## src/rtl/mem_read_b_pkg.sv

```systemverilog
// Shared definitions for the B-matrix bank read and write stages.
package mem_read_b_pkg;

  // Sequencer states for the B read stage.
  typedef enum logic [1:0] {
    IDLE  = 2'd0,
    READ  = 2'd1,
    DRAIN = 2'd2,
    DONE  = 2'd3
  } rd_state_e;

  // B-bank geometry shared with the B write stage.
  localparam int B_ADDR_W       = 12;
  localparam int B_MATRIXSIZE_W = 16;

endpackage

```

## src/rtl/mem_read_b_if.sv

```systemverilog
// Job request, bank read strobe and status signals of the B read stage.
interface mem_read_b_if
  import mem_read_b_pkg::*;
#(
  parameter int MATRIXSIZE_W = B_MATRIXSIZE_W,
  parameter int ADDR_W       = B_ADDR_W
) ();

  logic                    start;
  logic [MATRIXSIZE_W-1:0] M2;
  logic [MATRIXSIZE_W-1:0] M3dN2;
  logic [MATRIXSIZE_W-1:0] M1dN1;
  logic                    ready_B;
  logic [ADDR_W-1:0]       rd_addr_B;
  logic                    rd_en_B;
  logic                    valid_out_B;
  logic                    last_out_B;
  logic                    busy;
  logic                    done;

  // Job controller / downstream side.
  modport master (
    output start, M2, M3dN2, M1dN1, ready_B,
    input  rd_addr_B, rd_en_B, valid_out_B, last_out_B, busy, done
  );

  // Read sequencer side.
  modport slave (
    input  start, M2, M3dN2, M1dN1, ready_B,
    output rd_addr_B, rd_en_B, valid_out_B, last_out_B, busy, done
  );

endinterface

```

## src/rtl/mem_read_b_pipe_delay.sv

```systemverilog
// Fixed-depth shift register that aligns strobes with bank read latency.
module pipe_delay #(
  parameter int WIDTH = 1,
  parameter int DEPTH = 1
) (
  input  logic             clk,
  input  logic             rst,
  input  logic [WIDTH-1:0] din,
  output logic [WIDTH-1:0] dout
);

  logic [WIDTH-1:0] dly_p [DEPTH];

  // Shift one stage per clock; reset discards everything in flight.
  always_ff @(posedge clk or negedge rst) begin
    if (!rst) begin
      for (int i = 0; i < DEPTH; i++) dly_p[i] <= '0;
    end else begin
      dly_p[0] <= din;
      for (int i = 1; i < DEPTH; i++) dly_p[i] <= dly_p[i-1];
    end
  end

  assign dout = dly_p[DEPTH-1];

endmodule

```

## src/rtl/mem_read_b.sv

```systemverilog
// B-matrix bank read sequencer: walks pass / column block / row and issues
// one shared address to all N2 banks per accepted read.
module mem_read_b
  import mem_read_b_pkg::*;
#(
  parameter int N2           = 4,
  parameter int MATRIXSIZE_W = B_MATRIXSIZE_W,
  parameter int ADDR_W       = B_ADDR_W,
  parameter int RD_LAT       = 1
) (
  input  logic         clk,
  input  logic         rst,
  mem_read_b_if.slave  bus
);

  localparam int DW = (RD_LAT > 1) ? $clog2(RD_LAT) : 1;

  if (RD_LAT < 1 || N2 < 1) begin : g_bad_param
    $error("mem_read_b: RD_LAT and N2 must be at least 1");
  end

  rd_state_e               state_q;
  logic [MATRIXSIZE_W-1:0] m2_q, m3_q, m1_q;
  logic [MATRIXSIZE_W-1:0] r_q, p_q, pass_q;
  logic [ADDR_W-1:0]       base_q, addr_q;
  logic [DW-1:0]           drain_q;
  logic                    busy_q, done_q;

  logic [MATRIXSIZE_W-1:0] m2_lim, m3_lim, m1_lim;
  logic                    r_end, p_end, pass_end;
  logic                    issue, issue_last, size_zero;
  logic                    vld_pl, last_pl;

  assign m2_lim     = m2_q - MATRIXSIZE_W'(1);
  assign m3_lim     = m3_q - MATRIXSIZE_W'(1);
  assign m1_lim     = m1_q - MATRIXSIZE_W'(1);
  assign r_end      = (r_q == m2_lim);
  assign p_end      = (p_q == m3_lim);
  assign pass_end   = (pass_q == m1_lim);
  assign issue      = (state_q == READ) && bus.ready_B;
  assign issue_last = issue && r_end && p_end && pass_end;
  assign size_zero  = (bus.M2 == '0) || (bus.M3dN2 == '0) || (bus.M1dN1 == '0);

  // Sequencer: job acceptance, address/counter walk, drain and completion.
  always_ff @(posedge clk or negedge rst) begin
    if (!rst) begin
      state_q <= IDLE;
      m2_q    <= '0;
      m3_q    <= '0;
      m1_q    <= '0;
      r_q     <= '0;
      p_q     <= '0;
      pass_q  <= '0;
      base_q  <= '0;
      addr_q  <= '0;
      drain_q <= '0;
      busy_q  <= 1'b0;
      done_q  <= 1'b0;
    end else begin
      case (state_q)
        IDLE: begin
          if (bus.start) begin
            m2_q    <= bus.M2;
            m3_q    <= bus.M3dN2;
            m1_q    <= bus.M1dN1;
            r_q     <= '0;
            p_q     <= '0;
            pass_q  <= '0;
            base_q  <= '0;
            addr_q  <= '0;
            busy_q  <= 1'b1;
            if (size_zero) begin
              state_q <= DONE;
              done_q  <= 1'b1;
            end else begin
              state_q <= READ;
            end
          end
        end
        READ: begin
          if (issue) begin
            if (!r_end) begin
              r_q    <= r_q + MATRIXSIZE_W'(1);
              addr_q <= addr_q + ADDR_W'(1);
            end else begin
              r_q <= '0;
              if (!p_end) begin
                // Next column block starts M2 rows further on; addition only.
                p_q    <= p_q + MATRIXSIZE_W'(1);
                base_q <= base_q + ADDR_W'(m2_q);
                addr_q <= base_q + ADDR_W'(m2_q);
              end else begin
                p_q    <= '0;
                base_q <= '0;
                addr_q <= '0;
                if (!pass_end) begin
                  pass_q <= pass_q + MATRIXSIZE_W'(1);
                end else begin
                  pass_q  <= '0;
                  drain_q <= '0;
                  state_q <= DRAIN;
                end
              end
            end
          end
        end
        DRAIN: begin
          // Wait for the last read's data to leave the banks.
          if (drain_q == DW'(RD_LAT - 1)) begin
            state_q <= DONE;
            done_q  <= 1'b1;
          end else begin
            drain_q <= drain_q + DW'(1);
          end
        end
        DONE: begin
          state_q <= IDLE;
          busy_q  <= 1'b0;
          done_q  <= 1'b0;
        end
        default: state_q <= IDLE;
      endcase
    end
  end

  pipe_delay #(
    .WIDTH (2),
    .DEPTH (RD_LAT)
  ) u_pipe_delay (
    .clk  (clk),
    .rst  (rst),
    .din  ({issue, issue_last}),
    .dout ({vld_pl, last_pl})
  );

  assign bus.rd_en_B     = issue;
  assign bus.rd_addr_B   = addr_q;
  assign bus.valid_out_B = vld_pl;
  assign bus.last_out_B  = last_pl;
  assign bus.busy        = busy_q;
  assign bus.done        = done_q;

endmodule
```

## src/flat_wrapper.sv

```systemverilog
// flat-port wrapper written by rule: the top's interface ports become plain ports
module mem_read_b_flat import mem_read_b_pkg::*;
#(
  parameter int N2           = 4,
  parameter int MATRIXSIZE_W = B_MATRIXSIZE_W,
  parameter int ADDR_W       = B_ADDR_W,
  parameter int RD_LAT       = 1
)
  (clk, rst, bus_start, bus_M2, bus_M3dN2, bus_M1dN1, bus_ready_B, bus_rd_addr_B, bus_rd_en_B, bus_valid_out_B, bus_last_out_B, bus_busy, bus_done);
  mem_read_b_if #(.MATRIXSIZE_W(MATRIXSIZE_W), .ADDR_W(ADDR_W)) bus_i ();
  input  logic clk;
  input  logic rst;
  input wire logic [$bits(bus_i.start)-1:0] bus_start;
  input wire logic [$bits(bus_i.M2)-1:0] bus_M2;
  input wire logic [$bits(bus_i.M3dN2)-1:0] bus_M3dN2;
  input wire logic [$bits(bus_i.M1dN1)-1:0] bus_M1dN1;
  input wire logic [$bits(bus_i.ready_B)-1:0] bus_ready_B;
  output wire logic [$bits(bus_i.rd_addr_B)-1:0] bus_rd_addr_B;
  output wire logic [$bits(bus_i.rd_en_B)-1:0] bus_rd_en_B;
  output wire logic [$bits(bus_i.valid_out_B)-1:0] bus_valid_out_B;
  output wire logic [$bits(bus_i.last_out_B)-1:0] bus_last_out_B;
  output wire logic [$bits(bus_i.busy)-1:0] bus_busy;
  output wire logic [$bits(bus_i.done)-1:0] bus_done;
  assign bus_i.start = bus_start;
  assign bus_i.M2 = bus_M2;
  assign bus_i.M3dN2 = bus_M3dN2;
  assign bus_i.M1dN1 = bus_M1dN1;
  assign bus_i.ready_B = bus_ready_B;
  assign bus_rd_addr_B = bus_i.rd_addr_B;
  assign bus_rd_en_B = bus_i.rd_en_B;
  assign bus_valid_out_B = bus_i.valid_out_B;
  assign bus_last_out_B = bus_i.last_out_B;
  assign bus_busy = bus_i.busy;
  assign bus_done = bus_i.done;
  mem_read_b #(.N2(N2), .MATRIXSIZE_W(MATRIXSIZE_W), .ADDR_W(ADDR_W), .RD_LAT(RD_LAT)) u_core (.clk(clk), .rst(rst), .bus(bus_i));
endmodule
```

## config.mk

```make
export PLATFORM = sky130hd
export DESIGN_NAME = mem_read_b_flat
export DESIGN_NICKNAME = d
export VERILOG_FILES = /design/src/rtl/mem_read_b_pkg.sv /design/src/rtl/mem_read_b_if.sv /design/src/rtl/mem_read_b_pipe_delay.sv /design/src/rtl/mem_read_b.sv /design/src/flat_wrapper.sv
export SDC_FILE = /design/constraint.sdc
export NUM_CORES = 1
export LEC_CHECK = 0
export CORE_MARGIN = 8
export CORE_UTILIZATION = 45
export DETAILED_ROUTE_END_ITERATION = 6
export SYNTH_ARGS = -nofsm -noshare
export SYNTH_HDL_FRONTEND = slang
export SYNTH_SLANG_ARGS = --single-unit
```

## constraint.sdc

```tcl
create_clock -name clk -period 6.3 [get_ports clk]
set_input_delay 1.26 -clock clk [delete_from_list [all_inputs] [get_ports clk]]
set_output_delay 1.26 -clock clk [all_outputs]
set_load 0.03 [all_outputs]
```

Word-level counts from Yosys, hierarchy flattened:

Index checks and enable logic that the tools add are counted.

* bits in registers: 127
* input bits: 52
* output and inout port bits: 17
* logic and storage cells: 98

* add/subtract/negate cells: 9
* equal/unequal tests: 13
* multiplexer cells: 41
* reductions and logical operators: 22

Operators by type and width (number)
* $mux 16: 10
* $pmux 16 s2: 3
* $mux 12: 6
* $add 16x1->16 const B: 3
* $eq 16x16->1: 3
* $logic_not 16->1: 3
* $pmux 12 s2: 2
* $sub 16x1->16 const B: 3
* $mux 2: 7
* $add 12x1->12 const B: 1
* $add 12x12->12: 1
* $ne 2x1->1 const B: 5
* $reduce_and 5->1: 2
* $mux 1: 9
* $pmux 2 s4: 1
* $reduce_and 4->1: 2
* $reduce_and 6->1: 1
* $reduce_bool 2->1: 3
* $eq 2x2->1 const B: 2
* $logic_and 1x1->1: 4
* $ne 2x2->1 const B: 2
* $pmux 1 s2: 2
* $reduce_and 2->1: 2
* $pmux 1 s3: 1
* other kinds (6): 7

Logic depth before layout (Yosys ltp):

Gate-level depths: netlist of the first run.

* word-level depth: 7
* depth in mapped cells: 13
* depth with buffers taken out: 11

Cells and area by module:

Synthesis of the first run repeated with hierarchy kept, for this count alone.

* cells, all modules: 889
* area, all modules: 8348.0 sq um

By module, submodules not included
* mem_read_b: times used 1, cells each 887, area an instance 8298.0 sq um, seq. area each 3103.0 sq um
* pipe_delay: times used 1, cells each 2, area an instance 50.0 sq um, seq. area each 50.0 sq um

Worst setup path before layout of the first run:

No wires, ideal clock.

* path kind: reg2reg
* from: reg u_core.m3_q[0]
* to: reg u_core.pass_q[13]
* setup time: 0.092 ns
* arrival: 3.203 ns
* required time: 6.208 ns
* setup slack: 3.006 ns
* cell stages (with the launch flop): 12
* buffers on the path: 2
* period minus slack after synthesis: 3.294 ns
* path through: dfrtp_1 > inv_1 > ha_1 > or3b_1 > or4_1 > o31ai_1 > nand2_1 > o41a_1 > or3_1 > buf_2 > buf_6 > o31ai_2

* cells in the longest elaborated chain, start to end: 4

Ends and longest elaborated chain
* start: declaration: line mem_read_b.sv:23 `logic [MATRIXSIZE_W-1:0] m2_q, m3_q, m1_q;`
* start signal: assignment: line mem_read_b.sv:64 `m3_q <= bus.M3dN2;`
* $sub 16x1->16: line mem_read_b.sv:35 `assign m3_lim = m3_q - MATRIXSIZE_W'(1);`
* $eq 16x16->1: line mem_read_b.sv:38 `assign p_end = (p_q == m3_lim);`
* $ne 2x1->1 (no source line)
* $reduce_and 5->1 (no source line)
* end signal: assignment: line mem_read_b.sv:97 `pass_q <= pass_q + MATRIXSIZE_W'(1);`
* end: declaration: line mem_read_b.sv:24 `logic [MATRIXSIZE_W-1:0] r_q, p_q, pass_q;`

Every way passes these cells.
A chain may end at the register's enable or synchronous reset.

Final worst setup path of the first run:

* from: reg u_core.m2_q[0]
* to: reg u_core.addr_q[10] (netlist: u_core.bus.rd_addr_B[10])

* cells in the longest elaborated chain, start to end: 5
* elaborated cells on any way between the ends: 7
* classes of those cells: 2 x add/sub; 1 x eq/ne; 4 x mux

Ends and longest elaborated chain
* start: declaration: line mem_read_b.sv:23
* start signal: assignment: line mem_read_b.sv:63 `m2_q <= bus.M2;`
* $sub 16x1->16 / $add 12x12->12 (equally long branches): line mem_read_b.sv:34, mem_read_b.sv:91
* $eq 16x16->1 / $mux 12 (equally long branches): line mem_read_b.sv:37, mem_read_b.sv:87
* $mux 12 (*): line mem_read_b.sv:82 `if (!r_end) begin`
* $mux 12 (*): line mem_read_b.sv:81 `if (issue) begin`
* $pmux 12 s2 (*): line mem_read_b.sv:60 `case (state_q)`
* end signal: assignment: line mem_read_b.sv:84 `addr_q <= addr_q + ADDR_W'(1);`
* end signal: assignment: line mem_read_b.sv:91 `addr_q <= base_q + ADDR_W'(m2_q);`
* end: declaration: line mem_read_b.sv:25 `logic [ADDR_W-1:0] base_q, addr_q;`

Every way passes the cells marked *; elsewhere a longest branch is shown, timed or not. The select of a mux whose other input is x is not followed.

==> results of run 1 <==
power groups by stage:
| stage | Sequential, W | Clock (W) | Combinational [W] |
|---|---|---|---|
| after global placement | 0.00131 | 0 | 0.00152 |
| after detailed placement | 0.00132 | 0 | 0.00158 |
| after floorplan | 0.00123 | 0 | 0.00122 |
| final | 0.00131 | 0.00105 | 0.00159 |
| after global routing | 0.00135 | 0.00111 | 0.00176 |
| after CTS | 0.00131 | 0.00107 | 0.00159 |
state kept, by name (all words and copies together), names as in the netlist:
register,cells
u_core.bus.rd_addr_B,12
u_core.bus.busy,1
u_core.p_q,16
u_core.state_q,2
u_core.m1_q,16
u_core.u_pipe_delay.dout,2
u_core.r_q,16
u_core.m3_q,16
u_core.bus.done,1
u_core.pass_q,16
u_core.m2_q,16
u_core.base_q,12
per-stage QoR:
stage,setup WS [ns],std cells
after floorplan,3.006,848
after global placement,2.288,1117
after detailed placement,2.086,1117
after CTS,2.048,1149
after global routing,1.725,1149
final,2.050,1149
cell families after synthesis:
kind of cell             Yosys count
adder cells (fa/ha/maj)           24
AND/OR/NAND/NOR                  324
XOR/XNOR                          83
multiplexers                      60
AO/OA/AOI/OAI                    175
buffers and inverters             56
flip-flops                       126
area by class of cell:
type                    count  area, µm²
clock buffers              19      442.9
clock inverters            13      188.9
fillers                  1507       7835
inverters                  26      97.59
multi-input cells         666       4574
flip-flops and latches    126       3153
well taps                 225      281.5
repair buffers             74      723.2
cells in the mapped netlist, drive strengths merged, types with 24 or more instances:
cell type	count	area share [%]
dfrtp	126	40
nand2	64	3.0
nor2	63	3.0
o21ai	57	3.6
xnor2	51	5.6
mux2	50	7.1
nand3	35	2.2
xor2	32	3.5
o31ai	31	3.0
a21oi	27	1.7
and3	27	2.1
inv	26	1.2
nor3	24	1.6
nor4	24	2.0
worst max-delay path by stage:
stage | cells past startpoint | endpoint | startpoint | slack, ns
after detailed placement | 11 | u_core.bus.rd_addr_B[10] | u_core.m2_q[0] | 2.09
final | 11 | u_core.bus.rd_addr_B[10] | u_core.m2_q[0] | 2.05
after floorplan | 11 | u_core.pass_q[13] | u_core.m3_q[0] | 3.01
after global routing | 11 | u_core.bus.rd_addr_B[10] | u_core.m2_q[0] | 1.73
after global placement | 6 | u_core.bus.rd_addr_B[10] | bus_start | 2.29
after CTS | 11 | u_core.bus.rd_addr_B[10] | u_core.m2_q[0] | 2.05
worst register-to-register path, stage by stage (launching register included):
cell and delay, ns:
dfrtp_1 0.44, inv_1 0.10, ha_1 0.24, or4b_1 0.54
nor4b_1 0.36, o21a_1 0.16, o21ai_1 0.07, a221oi_2 0.34
nand4_1 0.27, nor3_1 0.84, o311ai_0 0.60, o21ai_0 0.21
per-layer routing:
metal	up-vias	track usage [%]	part of all wire (%)
li1	3248	-	-
met1	3287	26.09	48
met2	189	28.76	44
met3	31	4.763	5.8
met4	0	7.320	2.1
met5	-	0	0
==> results by group, run 1 <==
Placed design
  • GP Congestion: 0.9371
  • Post-DP Area: 8830 µm²
  • DP HPWL: around 16,000 µm
  • Count of input and output buffers: 68

Route
  • DRC violations left: 0
  • Final WL: between 20,000 and 25,000 µm
  • 1st-iter DRT viols: roughly 530
  • Antenna-violating nets left: 0
  • WL per Instance: 18.07 µm
  • Vias/cell: 5.879
  • Drt pass-1 iters: 5
  • Vias post-DR: 6,755

Logic synthesis
  • Post-synthesis adder-cell area fraction: 3.873%
  • Synth async-reset ratio: 100.0%
  • Post-Syn Area: between 7000 and 8000 µm²
  • Avg Synthesized Cell Area: 9.371 µm²
  • Post-synthesis sequential area ratio: 39.68%
  • Mux cell area share after synthesis: 8.345%
  • FF+latch count, synth: 126
  • YS warnings: 0
  • Largest family of logic cells by synthesized area: simple AND/OR/NAND/NOR gates
  • Count of unique library cells instantiated by Yosys: 70
  • Simple-Gate Fraction of Synth Area: 21.45%
  • Post-synth EDFFs: 0
  • Post-Syn Instances: 848
  • Synth Net Count: 924
  • Compound-gate portion of the synthesized area: 14.60%
  • Post-Synth XOR/XNOR Area: 9.148%
  • Predominant post-synthesis flop cell: dfrtp_1

Setup path
  • Delay-heaviest family, CP: simple AND/OR/NAND/NOR gates
  • Nature of the critical path startpoint: flop
  • R2r worst-path depth: 11
  • CP required: 6.64 ns
  • RR Endpoint: u_core.bus.rd_addr_B[10]
  • Crit path max fanout: 6
  • Reg-to-Reg Start: u_core.m2_q[0]
  • Worst path arrival time: 4.59 ns
  • Setup slack, reg-to-reg: 2.05 ns
  • Crit path max-delay cell type: nor3_1
  • Critical path cell sequence: inv_1 -> ha_1 -> or4b_1 -> nor4b_1 -> o21a_1 -> o21ai_1 -> a221oi_2 -> nand4_1 -> nor3_1 -> o311ai_0 -> o21ai_0
  • CP endpoint kind: flop
  • CP Class: flop to flop
  • CP bufs+invs: 1
  • Slowest stage delay, CP: about 0.84 ns

Floorplan
  • I/O pin cnt: 69
  • Core area: 17,300 µm²
  • Die width: 148.9 µm
  • Die Y: 148.9 µm
  • # rows: 48
  • Initial Utilization: 45.94%
  • DIE AREA: 22,170 µm²

Pwr
  • Pwr dens: about 420 nW/µm²
  • Sw frac: 39.61%
  • Flop pwr share: 33.2%
  • VDD IR max: 0.0002425 V
  • Clock power share: 26.6%
  • Int Pwr: 0.002385 W
  • Tot Pwr: 0.003950 W
  • Comb power frac: 40.2%
  • Leakage: 3.895 nW
  • Switch Pwr: 0.001564 W

Worst hold path
  • Worst hold endpoint: u_core.base_q[7]
  • Hold Path Stages: 2
  • Hold crit path type: flop to flop
  • Hold path start: u_core.base_q[7]

Clocking
  • Worst-path clk slew: 0.06 ns
  • CTS root buf: clkbuf_16
  • Post-CTS Resized: 0
  • Bufs on Longest Clock Path: 2
  • TritonCTS Buffers: 17
  • CTS Hold Bufs: 0
  • H-tree depth: 4
  • CTS Sinks: 126
  • CTS tree: built
  • Worst-Skew Late Latency: about 0.42 ns
  • Postcts setup bufs: 0

STA
  • RSZ-0062 raised after global routing: false
  • Relative slew slack: 22.66%
  • Slew Limit Fails: 0
  • Final hold violation count: 0
  • Tmin final: between 4 and 5 ns
  • Skew final: 0.01243 ns
  • Setup_tns: 0 ns
  • Fmax: approximately 240 MHz
  • Fin crit share: 67.47%
  • Worst Tran Pin Value: 1.156 ns
  • Fin Hold WS: 0.5018 ns
  • Finish-stage setup viols: 0

Layout
  • Net count, final: 987
  • Fin util: 54.70%
  • Diodes inserted: 0
  • Commonest cells after routing, fill and taps aside: dfrtp_1, clkdlybuf4s50_1, nand2_1, nor2_1, xnor2_1
  • Commonest non-fill, non-tap cell in the layout: dfrtp_1
  • Share of post-route cells with drive strength above 1: 10.93%
  • P&R area growth vs syn: 19.07%
  • Cell area after layout: 9462 µm²

Global routing
  • Gr ovfl total: 0
  • Number of global-route vias before repair: between 6,000 and 7,000
  • Initial antenna violation count: 0
  • GRT Overall Usage: 19.15%
  • First-pass GRT wire length: 34,000 µm
  • Largest net degree at the start of global routing: 67

Run status
  • Outcome: finished, final reports clean

Flow run
  • Max-cap violations: 0
(Power assumes the default switching activity.)
==> run 2: changes to the inputs <==
Clock period 6.3 ns to 4.1 ns, I/O delays scaled along.
==> run 2 against run 1 <==
Against the previous run: total power increased by 52%; largest cell class unchanged; routed wire length up 1.7%; die area is the same; non-clock buffer count is 7 higher.
==> results by group, run 2 (synthesized netlist as in run 1, its figures left out) <==
Pwr
  • Tot Pwr: 0.006019 W (+52%)
  • Clock power share: 25.6% (-1.0 points)
  • Pwr dens: 634.1 nW/µm² (+52%)
  • Comb power frac: 40.8% (+0.6 points)
  • Switch Pwr: 0.002423 W (+55%)
  • Sw frac: 40.26% (+0.65 points)
  • Leakage: 3.930 nW (+0.89%)
  • Int Pwr: 0.003596 W (+51%)
  • Flop pwr share: 33.6% (+0.4 points)
  • VDD IR max: 0.0003548 V (+46%)

Setup path
  • RR Endpoint: u_core.bus.rd_addr_B[10]
  • R2r worst-path depth: 11 (unchanged)
  • Worst path arrival time: 4.09 ns (-0.50 ns)
  • Setup slack, reg-to-reg: 0.36 ns (-1.69 ns)
  • Reg-to-Reg Start: u_core.m2_q[1]
  • Delay-heaviest family, CP: simple AND/OR/NAND/NOR gates
  • CP endpoint kind: flop
  • Crit path max fanout: 6 (unchanged)
  • Worst path most repeated cell: nand4_1
  • CP Class: flop to flop
  • CP bufs+invs: 1 (unchanged)
  • CP startpoint: u_core.m2_q[1]
  • Slowest stage delay, CP: 0.71 ns (-0.13 ns)
  • Crit path max-delay cell type: nor3_1
  • Critical path cell sequence: inv_1 -> ha_1 -> nor4b_1 -> nand4_1 -> xnor2_1 -> nand2_1 -> nor3b_1 -> nand4_1 -> nor3_1 -> o311ai_0 -> o21ai_0
  • CP required: 4.45 ns (-2.19 ns)
  • Nature of the critical path startpoint: flop

Clocking
  • Bufs on Longest Clock Path: 2 (unchanged)
  • TritonCTS Buffers: 17 (unchanged)
  • CTS tree: built
  • H-tree depth: 4 (unchanged)
  • Post-CTS Resized: 0 (unchanged)
  • CTS Hold Bufs: 0 (unchanged)
  • Worst-Skew Late Latency: 0.43 ns (about the same)
  • Postcts setup bufs: 0 (unchanged)
  • Worst-path clk slew: 0.06 ns (about the same)
  • CTS root buf: clkbuf_16
  • CTS Sinks: 126 (unchanged)

Route
  • Final WL: 21,120 µm (+1.7%)
  • WL per Instance: 18.27 µm (+1.1%)
  • Drt pass-1 iters: 5 (unchanged)
  • DRC violations left: 0 (unchanged)
  • 1st-iter DRT viols: 393 (-26%)
  • Antenna-violating nets left: 0 (unchanged)
  • Vias post-DR: 6,844 (+1.3%)
  • Vias/cell: 5.920 (+0.70%)

Layout
  • Commonest non-fill, non-tap cell in the layout: dfrtp_1
  • Commonest cells after routing, fill and taps aside: dfrtp_1, clkdlybuf4s50_1, nand2_1, nor2_1, xnor2_1
  • Footprint of the multi-input gates: 4574 µm² (unchanged)
  • P&R area growth vs syn: 19.46%
  • Seq. cell area: 3153 µm² (unchanged)
  • Net count, final: 994 (+0.71%)
  • Post-Layout Cell Count: 1,156 (+0.61%)
  • Fillers: 1,565 (+3.8%)
  • Share of post-route cells with drive strength above 1: 11.71% (+0.78 points)
  • Fin util: 54.88% (+0.18 points)
  • Diodes inserted: 0 (unchanged)

Run status
  • Outcome: finished, final reports clean

Floorplan
  • I/O pin cnt: 69 (unchanged)
  • Die Y: 148.9 µm (unchanged)
  • # rows: 48 (unchanged)
  • Die width: 148.9 µm (unchanged)
  • Core area: 17,300 µm² (unchanged)
  • DIE AREA: 22,170 µm² (unchanged)
  • Initial Utilization: 45.94% (unchanged)

STA
  • Tmin final: 3.744 ns (-0.5065 ns)
  • Relative slew slack: 47.73% (+25 points)
  • Worst Tran Pin Value: 0.7781 ns (-0.3779 ns)
  • Fin crit share: 91.32% (+24 points)
  • Slew Limit Fails: 0 (unchanged)
  • Finish-stage setup viols: 0 (unchanged)
  • RSZ-0062 raised after global routing: false
  • Final hold violation count: 0 (unchanged)
  • Setup_tns: 0 ns (unchanged)
  • Fmax: 267.1 MHz (+14%)
  • Skew final: 0.009303 ns (-0.003130 ns)

Placed design
  • Count of input and output buffers: 68 (unchanged)
  • DP HPWL: 15,820 µm (+1.9%)
  • Placed Instances: 1,124 (+0.63%)
  • GP Congestion: 0.9297 (-0.79%)

Global routing
  • Gr ovfl total: 0 (unchanged)
  • First-pass GRT wire length: 35,070 µm (+3.1%)
  • GRT Overall Usage: 19.60% (+0.45 points)
  • Number of global-route vias before repair: 7,002 (+6.8%)
  • Initial antenna violation count: 0 (unchanged)
  • Largest net degree at the start of global routing: 72 (+7.5%)

Worst hold path
  • Hold crit path type: input port to async pin

Flow run
  • Max-cap violations: 0 (unchanged)
## run 2: how the worst max path moves through the flow
| stage | end | cells after the start | slack [ns] |
|---|---|---|---|
| 2_1_floorplan | u_core.pass_q[13] | 11 | 0.81 |
| 3_3_place_gp | u_core.bus.rd_addr_B[10] | 11 | 0.42 |
| 3_5_place_dp | u_core.bus.rd_addr_B[10] | 11 | 0.40 |
| 4_1_cts | u_core.bus.rd_addr_B[10] | 11 | 0.37 |
| 5_1_grt | u_core.bus.rd_addr_B[10] | 8 | 0.09 |
| 6_report | u_core.bus.rd_addr_B[10] | 11 | 0.36 |
## run 2: layer usage
| metal | GRT usage (%) | share of wire, % | vias up | wire, µm |
|---|---|---|---|---|
| li1 | - | - | 3256 | - |
| met1 | 26.18 | 47 | 3355 | 9876 |
| met2 | 30.57 | 46 | 200 | 9799 |
| met3 | 3.975 | 5.0 | 33 | 1051 |
| met4 | 7.824 | 1.9 | 0 | 392 |
| met5 | 0 | 0 | - | 0 |
## run 2: layout make-up
class / instances / share of cell area [%]
well taps: 225 / 2.966
inverters: 26 / 1.028
repair buffers: 81 / 8.304
clock inverters: 15 / 1.819
flip-flops and latches: 126 / 33.21
multi-input cells: 666 / 48.19
clock buffers: 17 / 4.481
## run 2: worst register-to-register path, delay by kind of cell (launching register included)
family | cells | cell delay, ns
buffers and inverters | 1 | 0.09
adders and majority gates | 1 | 0.21
AOI/OAI and AO/OA | 2 | 0.57
DFF | 1 | 0.45
xor gates and xnor gates | 1 | 0.21
and+or+nand+nor | 6 | 2.15
## run 2: power groups by stage
| stage | logic (W) | clock network [W] | registers [W] |
|---|---|---|---|
| finish | 0.00246 | 0.00154 | 0.00203 |
| global route | 0.00271 | 0.00163 | 0.00208 |
| CTS | 0.00245 | 0.00157 | 0.00202 |
| detailed placement | 0.00244 | 0 | 0.00204 |
| global placement | 0.00238 | 0 | 0.00202 |
| floorplan | 0.00187 | 0 | 0.00189 |
## run 2: stage by stage
step	setup WS (ns)	cell area [µm²]	hold WS [ns]
2_1_floorplan	0.8055	7946	0.4453
3_3_place_gp	0.4160	8895	0.4700
3_5_place_dp	0.3969	8895	0.4781
4_1_cts	0.3712	9493	0.2571
5_1_grt	0.08578	9493	0.2559
6_report	0.3560	9493	0.2604
==> run 3: changes to the inputs <==
--- a/config.mk
+++ b/config.mk
@@ -10,2 +10,3 @@
 export DETAILED_ROUTE_END_ITERATION = 6
+export SLEW_MARGIN = 5
 export SYNTH_ARGS = -nofsm -noshare
--- a/constraint.sdc
+++ b/constraint.sdc
@@ -3,2 +3,2 @@
 set_output_delay 0.82 -clock clk [all_outputs]
-set_load 0.03 [all_outputs]
+set_load 0.05 [all_outputs]
==> run 3 against run 2 <==
Against the previous run: sequential power barely moved; register-to-register slack improved by 0.06 ns; worst setup slack improved by 0.058 ns; combinational power rose by 2%; critical endpoint unchanged.
==> results by group, run 3 (synthesized netlist as in run 1, its figures left out) <==
STA
  • Fin crit share: 89.89% (-1.4 points)
  • Slew Limit Fails: 0 (unchanged)
  • Tmin final: 3.686 ns (-0.05829 ns)
  • Relative slew slack: 50.83% (+3.1 points)
  • Fmax: 271.3 MHz (+1.6%)
  • Setup_tns: 0 ns (unchanged)
  • Finish-stage setup viols: 0 (unchanged)
  • RSZ-0062 raised after global routing: false
  • Skew final: 0.006710 ns (-0.002593 ns)
  • Final hold violation count: 0 (unchanged)
  • Worst Tran Pin Value: 0.7319 ns (-0.04621 ns)

Global routing
  • Number of global-route vias before repair: 6,823 (-2.6%)
  • Gr busiest metal: met2
  • Met3 usage: 3.428% (-0.55 points)
  • First-pass GRT wire length: 35,090 µm (about the same)
  • Initial antenna violation count: 0 (unchanged)
  • M2 GR Usage: 31.18% (+0.61 points)
  • Gr ovfl total: 0 (unchanged)
  • GRT Overall Usage: 19.59% (about the same)
  • Largest net degree at the start of global routing: 56 (-22%)
  • Met1 Use GR: 26.28% (+0.099 points)

Layout
  • P&R area growth vs syn: 19.65%
  • Commonest non-fill, non-tap cell in the layout: dfrtp_1
  • Fin util: 54.97% (+0.087 points)
  • Net count, final: 994 (unchanged)
  • Diodes inserted: 0 (unchanged)
  • Share of post-route cells with drive strength above 1: 11.19% (-0.51 points)
  • Fillers: 1,523 (-2.7%)
  • Post-Layout Cell Count: 1,154 (-0.17%)
  • Commonest cells after routing, fill and taps aside: dfrtp_1, clkdlybuf4s50_1, nand2_1, nor2_1, xnor2_1

Placed design
  • Count of input and output buffers: 68 (unchanged)
  • DP HPWL: 15,920 µm (+0.65%)
  • Placed Instances: 1,124 (unchanged)
  • GP Congestion: 0.9091 (-2.2%)

Clocking
  • CTS Hold Bufs: 0 (unchanged)
  • Worst-Skew Late Latency: 0.42 ns (about the same)
  • TritonCTS Buffers: 17 (unchanged)
  • Post-CTS Resized: 0 (unchanged)
  • Bufs on Longest Clock Path: 2 (unchanged)
  • CTS Sinks: 126 (unchanged)
  • CTS root buf: clkbuf_16
  • H-tree depth: 4 (unchanged)
  • CTS tree: built
  • Postcts setup bufs: 0 (unchanged)
  • Worst-path clk slew: 0.06 ns (about the same)

Flow run
  • Max-cap violations: 0 (unchanged)

Setup path
  • Crit path max fanout: 6 (unchanged)
  • CP endpoint kind: flop
  • RR Endpoint: u_core.bus.rd_addr_B[10]
  • Worst path arrival time: 4.03 ns (-0.06 ns)
  • Setup slack, reg-to-reg: 0.41 ns (+0.06 ns)
  • R2r worst-path depth: 11 (unchanged)
  • CP Class: flop to flop
  • Nature of the critical path startpoint: flop
  • Reg-to-Reg Start: u_core.m2_q[0]
  • CP required: 4.44 ns (about the same)

Route
  • Vias post-DR: 6,782 (-0.91%)
  • Antenna-violating nets left: 0 (unchanged)
  • 1st-iter DRT viols: 522 (+33%)
  • Drt pass-1 iters: 5 (unchanged)
  • Final WL: 21,220 µm (+0.46%)
  • Vias/cell: 5.877 (-0.73%)
  • DRC violations left: 0 (unchanged)
  • WL per Instance: 18.39 µm (+0.64%)

Floorplan
  • # rows: 48 (unchanged)
  • Core area: 17,300 µm² (unchanged)
  • Die Y: 148.9 µm (unchanged)
  • Initial Utilization: 45.94% (unchanged)
  • I/O pin cnt: 69 (unchanged)
  • Die width: 148.9 µm (unchanged)
  • DIE AREA: 22,170 µm² (unchanged)

Worst hold path
  • Hold crit path type: input port to async pin

Pwr
  • Leakage: 3.944 nW (+0.37%)
  • Pwr dens: 643.0 nW/µm² (+1.4%)
  • VDD IR max: 0.0003319 V (-6.5%)

Run status
  • Outcome: finished, final reports clean
## run 3: cell count changes in the layout (fill, tap and decap cells not counted)
cell / before / now
clkinv_4: 4 / 0
clkinvlp_4: 3 / 0
clkbuf_1: 0 / 3
bufinv_16: 3 / 4
clkbuf_8: 0 / 3
clkinv_2: 5 / 3
## run 3: power by group
group	total (W)	switching, W	internal (W)
combinational	0.00250	0.00140	0.00110
clock	0.00160	0.000541	0.00106
sequential	0.00202	0.000473	0.00155
## run 3: layer usage
metal | vias to the layer above | wire length (µm) | part of all wire [%]
li1 | 3257 | - | -
met1 | 3298 | 10240 | 48
met2 | 202 | 9785 | 46
met3 | 25 | 889 | 4.2
met4 | 0 | 298 | 1.4
met5 | - | 0 | 0
## run 3: final cells by class
type	instances	area [µm²]	share of cell area [%]
Clock inverter	7	135.1	1.421
Tap cell	225	281.5	2.961
Timing Repair Buffer	81	788.3	8.291
Clock buffer	23	478.0	5.027
Inverter	26	97.59	1.026
Multi-Input combinational cell	666	4574	48.11
Sequential cell	126	3153	33.16
## run 3: through the flow
| step | hold slack, ns | area, µm² | power (W) | setup slack, ns |
|---|---|---|---|---|
| finish | 0.3690 | 9508 | 0.006113 | 0.4143 |
| floorplan | 0.4453 | 7946 | 0.003800 | 0.8055 |
| global placement | 0.4685 | 8895 | 0.004436 | 0.4659 |
| detailed placement | 0.4912 | 8895 | 0.004512 | 0.4389 |
| CTS | 0.3769 | 9508 | 0.006128 | 0.4491 |
| global route | 0.4062 | 9508 | 0.006512 | 0.1818 |
## run 3: worst max path at each step
stage | from | to
2_1_floorplan | u_core.m3_q[0] | u_core.pass_q[13]
3_3_place_gp | u_core.m2_q[1] | u_core.bus.rd_addr_B[10]
3_5_place_dp | u_core.m3_q[0] | u_core.pass_q[15]
4_1_cts | u_core.m2_q[1] | u_core.bus.rd_addr_B[10]
5_1_grt | u_core.m2_q[0] | u_core.bus.rd_addr_B[10]
6_report | u_core.m2_q[0] | u_core.bus.rd_addr_B[10]
## run 3: worst max-delay path, stage by stage (launching register included)
cell and delay (ns):
dfrtp_1 0.44, inv_1 0.09, ha_1 0.22, or4b_1 0.53, nor4b_1 0.31, o21a_1 0.15
o21ai_1 0.07, a221oi_2 0.33, nand4_1 0.25, nor3_1 0.68, o311ai_0 0.39, o21ai_0 0.16
==> patch, RTL diff (settings of run 2) <==
`RD_LAT` is set to 1 in 2 places; all go to 2.
--- a/src/rtl/mem_read_b.sv
+++ b/src/rtl/mem_read_b.sv
@@ -6,7 +6,7 @@
   parameter int N2           = 4,
   parameter int MATRIXSIZE_W = B_MATRIXSIZE_W,
   parameter int ADDR_W       = B_ADDR_W,
-  parameter int RD_LAT       = 1
+  parameter int RD_LAT       = 2
 ) (
   input  logic         clk,
   input  logic         rst,
--- a/src/flat_wrapper.sv
+++ b/src/flat_wrapper.sv
@@ -4,7 +4,7 @@
   parameter int N2           = 4,
   parameter int MATRIXSIZE_W = B_MATRIXSIZE_W,
   parameter int ADDR_W       = B_ADDR_W,
-  parameter int RD_LAT       = 1
+  parameter int RD_LAT       = 2
 )
   (clk, rst, bus_start, bus_M2, bus_M3dN2, bus_M1dN1, bus_ready_B, bus_rd_addr_B, bus_rd_en_B, bus_valid_out_B, bus_last_out_B, bus_busy, bus_done);
   mem_read_b_if #(.MATRIXSIZE_W(MATRIXSIZE_W), .ADDR_W(ADDR_W)) bus_i ();
Behaviour: not the same (Yosys sat finds a counterexample within 4 cycles, from zero or initial values and one cycle with rst low).
==> patch against run 2 <==
  * Worst setup slack improved by 0.040 ns
  * Utilization fell by 0.74 points
  * Wire length rose by 6.7%
  * Sequential power rose by 8%
  * Global-route usage fell by 0.23 points
  * Count of clock-buffer cells in the layout rose by 5
  * Area after synthesis rose by 7.4%
  * Sequential cell count rose by 3
  * First-iteration DRC count fell by 2.3%
  * Total power rose by 13%
  * Sequential share of layout area fell by 1.2 points
  * Design area rose by 6.3%
  * Critical path type unchanged
  * Largest cell class unchanged
  * Largest power group unchanged
  * Highest routed layer is now met5
==> patch: results (changes against run 2) <==
stage,metric,value,unit,change
run_status,outcome,"complete, no violations",,
synthesis,post_synth.cell_area_avg,9.18,um2,-2.1%
routing,wl_met1,10.9,mm,+11%
critical_path,critPathMaxStageDelay,0.56,ns,-0.15 ns
timing,final.hold.worst_slack,0.346,ns,+0.0851 ns
cells_and_area,post_route_cells_drive_above_1_share,13.1,%,+1.4 points
pwr,worst_ir_drop_vdd,0.364,mV,+2.7%
global_route,grt_pass1_vias,7005,,+0.043%
synthesis,ranking_of_synthesized_cells_by_instance_count,"129 x dfrtp_1, 64 x nor2_1, 58 x nand2_1",,
synthesis,multiplexer_area_fraction_after_synthesis,7.67,%,-0.68 points
cells_and_area,fin_nets,1069,,+7.5%
synthesis,yosysSeqAreaShare,37.8,%,-1.8 points
global_route,grt_max_degree,101,,+40%
pwr,netSwitchingFraction,41.8,%,+1.5 points
critical_path,r2r_slack,0.40,ns,+0.04 ns
hold_path,hold_class,register to register,,
placement,total_placed_instance_area,9510,um2,+6.9%
global_route,number_of_antenna_violations_at_the_first_check_in_global_routing,2,,+2
timing,worst_clock_skew,0.00964,ns,+0.000341 ns
global_route,grt_usage,19.4,%,-0.23 points
timing,worst_pin_slew,0.976,ns,+0.198 ns
hold_path,hp-start,u_core.u_pipe_delay.dly_p[3],,
placement,gp_routability_congestion,0.875,,-5.9%
placement,dp_hpwl,17.0,mm,+7.3%
routing,post_drt_wl_per_cell,18.2,um,-0.64%
critical_path,cell_type_of_the_slowest_stage_on_the_worst_timing_path,or4_1,,
pwr,p_int,0.00397,W,+10%
routing,detailroute.wirelength.met3,922,um,-12%
routing,routed-wl-met2,10.3,mm,+4.6%
synthesis,synth_xor_xnor_area_share,8.11,%,-1.0 points
synthesis,yosys-top-cells-area,"dfrtp_1 38%, mux2_2 6.7%, xnor2_1 4.7%",,
global_route,grt_util_met1,26.8,%,+0.63 points
placement,dp_worst_setup_slack,0.365,ns,-0.0317 ns
cells_and_area,final-instance-count-excl-fill,1241,,+7.4%
pwr,combinational_cell_fraction_of_total_power,45.7,%,+4.9 points
routing,maxUsedRoutingLayer,met5,,
pwr,leakage,4.08,nW,+3.7%
==> patch: changes by cell type after synthesis, moves of 7 or more <==
cell             run 2  this run
and2_1               2         9
and3_1              27        16
clkbuf_1            22        37
nor3_1              23        30
o211ai_1             3        17
o21ai_1             10         2
or3_1                5        15
==> patch: cell type report <==
class	count	area [um2]
flip-flops and latches	129	3230
well taps	234	293
inverters	33	124
clock buffers	22	474
repair buffers	93	870
multi-input cells	720	5000
fillers	1700	8550
clock inverters	10	109
==> patch: worst max-delay path by stage <==
stage / from / end / slack [ns]
CTS: u_core.m2_q[3] / u_core.p_q[11] / 0.37
global placement: u_core.m2_q[1] / u_core.drain_q / 0.43
global route: u_core.m2_q[3] / u_core.p_q[2] / 0.05
floorplan: u_core.m2_q[1] / u_core.drain_q / 0.80
detailed placement: u_core.m2_q[3] / u_core.p_q[2] / 0.37
finish: u_core.m2_q[1] / u_core.drain_q / 0.40
